$ cat config.mk
export PLATFORM = sky130hd
export DESIGN_NAME = fetch_hazard_controller
export DESIGN_NICKNAME = d
export VERILOG_FILES = /design/src/rtl/fetch_hazard_controller.sv
export SDC_FILE = /design/constraint.sdc
export NUM_CORES = 1
export LEC_CHECK = 0
export ABC_AREA = 1
export CAP_MARGIN = 20
export CORE_MARGIN = 1.5
export CORE_UTILIZATION = 40
export DETAILED_ROUTE_END_ITERATION = 16
export GPL_TIMING_DRIVEN = 0
export PLACE_DENSITY_LB_ADDON = 0.12
export SETUP_SLACK_MARGIN = 0.2
export SYNTH_ARGS = -nofsm -noshare
export SYNTH_HDL_FRONTEND = slang
export SYNTH_SLANG_ARGS = --single-unit
$ cat constraint.sdc
create_clock -name clk -period 1.9 [get_ports clk]
set_input_delay 0.475 -clock clk [delete_from_list [all_inputs] [get_ports clk]]
set_output_delay 0.475 -clock clk [all_outputs]
set_load 0.1 [all_outputs]
$ cat src/rtl/fetch_hazard_controller.sv
// Fetch/Decode hazard sequencer: load-use stall, taken-branch flush and halt/resume,
// with saturating stall and flush cycle counters.
module fetch_hazard_controller #(
  parameter int LOAD_STALL_CYCLES = 1
) (
  input  logic        clk,
  input  logic        reset,
  input  logic        memRead_Execute,
  input  logic [4:0]  rd_Execute,
  input  logic [4:0]  rn_Decode,
  input  logic [4:0]  rm_Decode,
  input  logic        useRm_Decode,
  input  logic        BrTaken_Decode,
  input  logic        halt_Decode,
  input  logic        resume,
  output logic        pcEnable,
  output logic        ifIdEnable,
  output logic        ifIdFlush,
  output logic        idExBubble,
  output logic        halted,
  output logic [15:0] stallCount,
  output logic [15:0] flushCount
);

  typedef enum logic [1:0] {RUN, STALL, HALT} state_t;

  localparam logic [3:0] REMAIN_INIT = 4'(LOAD_STALL_CYCLES - 1);

  state_t      state_q, state_d;
  logic [3:0]  remain_q, remain_d;
  logic [15:0] stall_cnt_q, flush_cnt_q;
  logic        load_use;
  logic        stall_cyc;

  function automatic logic [15:0] sat_inc(input logic [15:0] v);
    return (v == 16'hFFFF) ? v : v + 16'd1;
  endfunction

  // XZR (r31) is never a real producer, so it cannot create a hazard.
  assign load_use = memRead_Execute && (rd_Execute != 5'd31) &&
                    ((rd_Execute == rn_Decode) ||
                     (useRm_Decode && (rd_Execute == rm_Decode)));

  always_comb begin
    state_d    = state_q;
    remain_d   = remain_q;
    pcEnable   = 1'b1;
    ifIdEnable = 1'b1;
    ifIdFlush  = 1'b0;
    idExBubble = 1'b0;
    halted     = 1'b0;
    stall_cyc  = 1'b0;
    case (state_q)
      RUN: begin
        if (load_use) begin
          // Branch operands are not yet valid, so a pending branch waits.
          pcEnable   = 1'b0;
          ifIdEnable = 1'b0;
          idExBubble = 1'b1;
          stall_cyc  = 1'b1;
          if (LOAD_STALL_CYCLES > 1) begin
            state_d  = STALL;
            remain_d = REMAIN_INIT;
          end
        end else if (halt_Decode) begin
          pcEnable   = 1'b0;
          ifIdEnable = 1'b0;
          idExBubble = 1'b1;
          state_d    = HALT;
        end else if (BrTaken_Decode) begin
          ifIdFlush = 1'b1;
        end
      end
      STALL: begin
        pcEnable   = 1'b0;
        ifIdEnable = 1'b0;
        idExBubble = 1'b1;
        stall_cyc  = 1'b1;
        remain_d   = remain_q - 4'd1;
        if (remain_q == 4'd1) state_d = RUN;
      end
      HALT: begin
        halted     = 1'b1;
        idExBubble = 1'b1;
        // On resume the held HALT+4 instruction overwrites HALT in IF/ID.
        pcEnable   = resume;
        ifIdEnable = resume;
        if (resume) state_d = RUN;
      end
      default: state_d = RUN;
    endcase
  end

  always_ff @(posedge clk or posedge reset) begin
    if (reset) begin
      state_q     <= RUN;
      remain_q    <= 4'd0;
      stall_cnt_q <= 16'd0;
      flush_cnt_q <= 16'd0;
    end else begin
      state_q  <= state_d;
      remain_q <= remain_d;
      if (stall_cyc) stall_cnt_q <= sat_inc(stall_cnt_q);
      if (ifIdFlush) flush_cnt_q <= sat_inc(flush_cnt_q);
    end
  end

  assign stallCount = stall_cnt_q;
  assign flushCount = flush_cnt_q;

endmodule
==> flow_metrics.env <==
export IMPL_status="finished with violations"
export IMPL_violations="negative setup slack"
export IMPL_critPathKind="primary input to output port"
export IMPL_power_leakage_nw=1.67
export IMPL_rsz0062_at_grt="yes"
export IMPL_power_density_nw_per_um2=794
export IMPL_cp_data_required_time_ns=1.42
export IMPL_muxShareOfSynthArea_pct=0
export IMPL_netlist_area_um2=2440
export IMPL_arrival_ns=1.50
export IMPL_cts_made_buffers=5
export IMPL_core_area_um2=5920
export IMPL_pre_cts_ws_ns=-1.67
export IMPL_critical_path_max_stage_delay_ns=0.19
export IMPL_clk_pin_slew_worst_paths_ns=0.07
export IMPL_rows=28
export IMPL_grt_max_degree=18
export IMPL_postRouteAntennaNets=0
export IMPL_antenna_cells=0
export IMPL_end_kind="output port"
export IMPL_num_vias=2303
export IMPL_numPortBuffers=58
export IMPL_cts_buffer_depth=2
export IMPL_setup_viol=4
export IMPL_worst_hold_path_type="flop to flop"
export IMPL_start_kind="primary input"
export IMPL_maxCapViolCount=0
export IMPL_final_max_slew_violation_count=0
export IMPL_fp_dieArea_um2=6580
export IMPL_cp_max_fo=2
export IMPL_syn_area_per_cell_um2=7.42
export IMPL_route_detailed_drc=0
export IMPL_clock_skew_ns=0.0126
export IMPL_r2r_cells=9
export IMPL_synth_area_leader_cell="dfrtp_1"
export IMPL_die_x_um=81.1
export IMPL_ir_worst_vdd_uv=994
export IMPL_grt_overflow=0
export IMPL_die_h_um=81.1
export IMPL_crit_family="buffers and inverters"
export IMPL_fillers=580
export IMPL_regArea_um2=900
export IMPL_initial_core_util_pct=41.2
export IMPL_io_pins=59
export IMPL_yosysSeqAreaShare_pct=33.8
export IMPL_finalCriticalPeriod_ns=1.98
export IMPL_path_buf_inv=3
export IMPL_cp_depth=9
export IMPL_area_growth_pct=41.8
export IMPL_slew_headroom_pct=52.2
export IMPL_synth_fa_ha_area_share_pct=1.03
export IMPL_synth_seq_cells=33
export IMPL_multi_input_area_um2=1590
export IMPL_gp_congestion=0.823
export IMPL_synth_top_cells_by_count="115 x nand2_1, 33 x dfrtp_1, 30 x nor2_1, 29 x nand2_2, 23 x inv_1"
export IMPL_synth_top_family_by_area="simple AND/OR/NAND/NOR gates"
export IMPL_clock_latency_ns=0.28
export IMPL_totalWireLength_um=5980
export IMPL_grt_usage_pct=20.0
export IMPL_syn_nets=353
export IMPL_drtPass1Iterations=4
export IMPL_ys_types=35
export IMPL_layout_drive_gt1_share_pct=44.9
export IMPL_setup_ws_ns=-0.0754
export IMPL_fmax_ghz=0.506
export IMPL_postSynthCellCount=329
export IMPL_synth_compound_area_share_pct=0.821
export IMPL_ys_async_sr_fraction_pct=100
export IMPL_cts_sinks=33
export IMPL_tritoncts="yes"
export IMPL_hold_viol=0
export IMPL_antenna_found_initial=0
export IMPL_netlist_area_leader_share_pct=33.8
export IMPL_crit_slowest_cell="clkdlybuf4s15_1"
export IMPL_min_period_over_period_pct=104
export IMPL_drtIter0Drc=88
export IMPL_synth_most_common_cell="nand2_1"
export IMPL_final_net_count=426
export IMPL_ys_flop_type="dfrtp_1"
export IMPL_first_global_vias=2216
export IMPL_post_drt_wl_per_cell_um=12.5
export IMPL_synth_warnings=0
export IMPL_cp_common_cell="nand2_8"
export IMPL_htree_num_levels=2
export IMPL_synth_xor_area_share_pct=8.62
export IMPL_grt_pass1_wl_um=10300
export IMPL_dp_hpwl_um=4410
export IMPL_cts_root_buffer="clkbuf_8"
export IMPL_hold_path_depth=2
export IMPL_viasPerCell=4.82
export IMPL_critical_path_cell_chain="clkdlybuf4s15_1 -> xnor2_2 -> nand3_2 -> nand2_4 -> nand2_8 -> nand2_8 -> nand2_8 -> buf_12 -> buf_16"
export IMPL_yosys_top_cells_area="dfrtp_1 34%, nand2_1 18%, nand2_2 7.4%"
export IMPL_worst_slew_pin_slew_ns=0.716
export IMPL_whs_ns=0.518
export IMPL_synthSimpleGateAreaFrac_pct=48.2
export IMPL_synth_edf_count=0
-- worst reg2reg max path: stages, from the launching register on --
cell and delay, ns:
dfrtp_4 0.52, ha_4 0.20, nand3_4 0.12, nor3_4 0.05, nand3_2 0.11, clkinv_2 0.10, nor2_8 0.17, buf_12 0.16
nand2_2 0.06, nand2_2 0.05
-- power breakdown --
group | internal, W | switching [W]
Clock | 0.000428 | 0.000260
Combinational | 0.000311 | 0.000830
Sequential | 0.000806 | 0.000113
Total | 0.00155 | 0.00120
-- repair_timing --
item	in CTS	in global routing
endpoints found under the hold margin	0	0
pin swaps	24	20
hold buffers	0	0
resized for setup	278	30
setup endpoints to repair	70	29
buffers inserted	7	0
-- cell type report --
type	instances	area share [%]
flip-flops and latches	33	26.0
well taps	75	2.71
clock inverters	1	0.868
clock buffers	7	2.49
multi-input cells	259	45.8
repair buffers	66	15.7
inverters	30	3.80
plain buffers	7	2.57
-- through the flow --
step / util, % / instance area, um^2 / instances / power (W) / TNS [ns]
after CTS: 56.9 / 3370 / 478 / 0.00274 / -0.258
final: 58.5 / 3460 / 478 / 0.00275 / -0.175
after detailed placement: 56.3 / 3330 / 463 / 0.00207 / -21.90
after global routing: 58.5 / 3460 / 478 / 0.00290 / -0.486
after floorplan: - / 2630 / 329 / 0.00179 / -0.453
after global placement: 55.9 / 3310 / 462 / 0.00205 / -30.19
-- final timing paths --
check,start,endpoint,slack [ns]
min in group asynchronous,reset,stallCount[5],0.61
min,flushCount[15],flushCount[15],0.52
max reg2reg,stallCount[0],stallCount[15],0.29
max in group asynchronous,reset,state_q[1],0.73
max,rn_Decode[2],pcEnable,-0.08
min reg2reg,flushCount[15],flushCount[15],0.52
-- cells by family (layout without fill, tap and decap cells) --
| group | Yosys count | in the layout |
|---|---|---|
| XOR/XNOR | 24 | 24 |
| AND/OR/NAND/NOR | 230 | 230 |
| adder cells (fa/ha/maj) | 2 | 2 |
| flip-flops | 33 | 33 |
| buffers and inverters | 37 | 111 |
| AO/OA/AOI/OAI | 3 | 3 |
-- cells in the final DEF (no fill, tap or decap), drive strengths merged, types with 3 or more instances in the layout --
cell type / instances
buf: 64
clkbuf: 9
dfrtp: 33
dlygate4sd2: 3
inv: 28
nand2: 146
nand3: 18
nand3b: 3
nand4: 20
nor2: 33
nor3: 6
nor3b: 3
xnor2: 12
xor2: 12
-- metal layers --
metal	wire, um	part of all wire (%)	global-route usage [%]	up-vias
met5	0	0	0	-
met4	43	0.72	5.00	0
met3	249	4.2	3.26	5
met2	2870	48	33.3	45
met1	2810	47	27.1	1069
li1	-	-	-	1184
-- registers in the layout (all words and copies together), names as in the netlist --
| signal | cells |
|---|---|
| state_q | 1 |
| stallCount | 16 |
| flushCount | 16 |
Note: power is estimated with default switching activity, not from simulation.
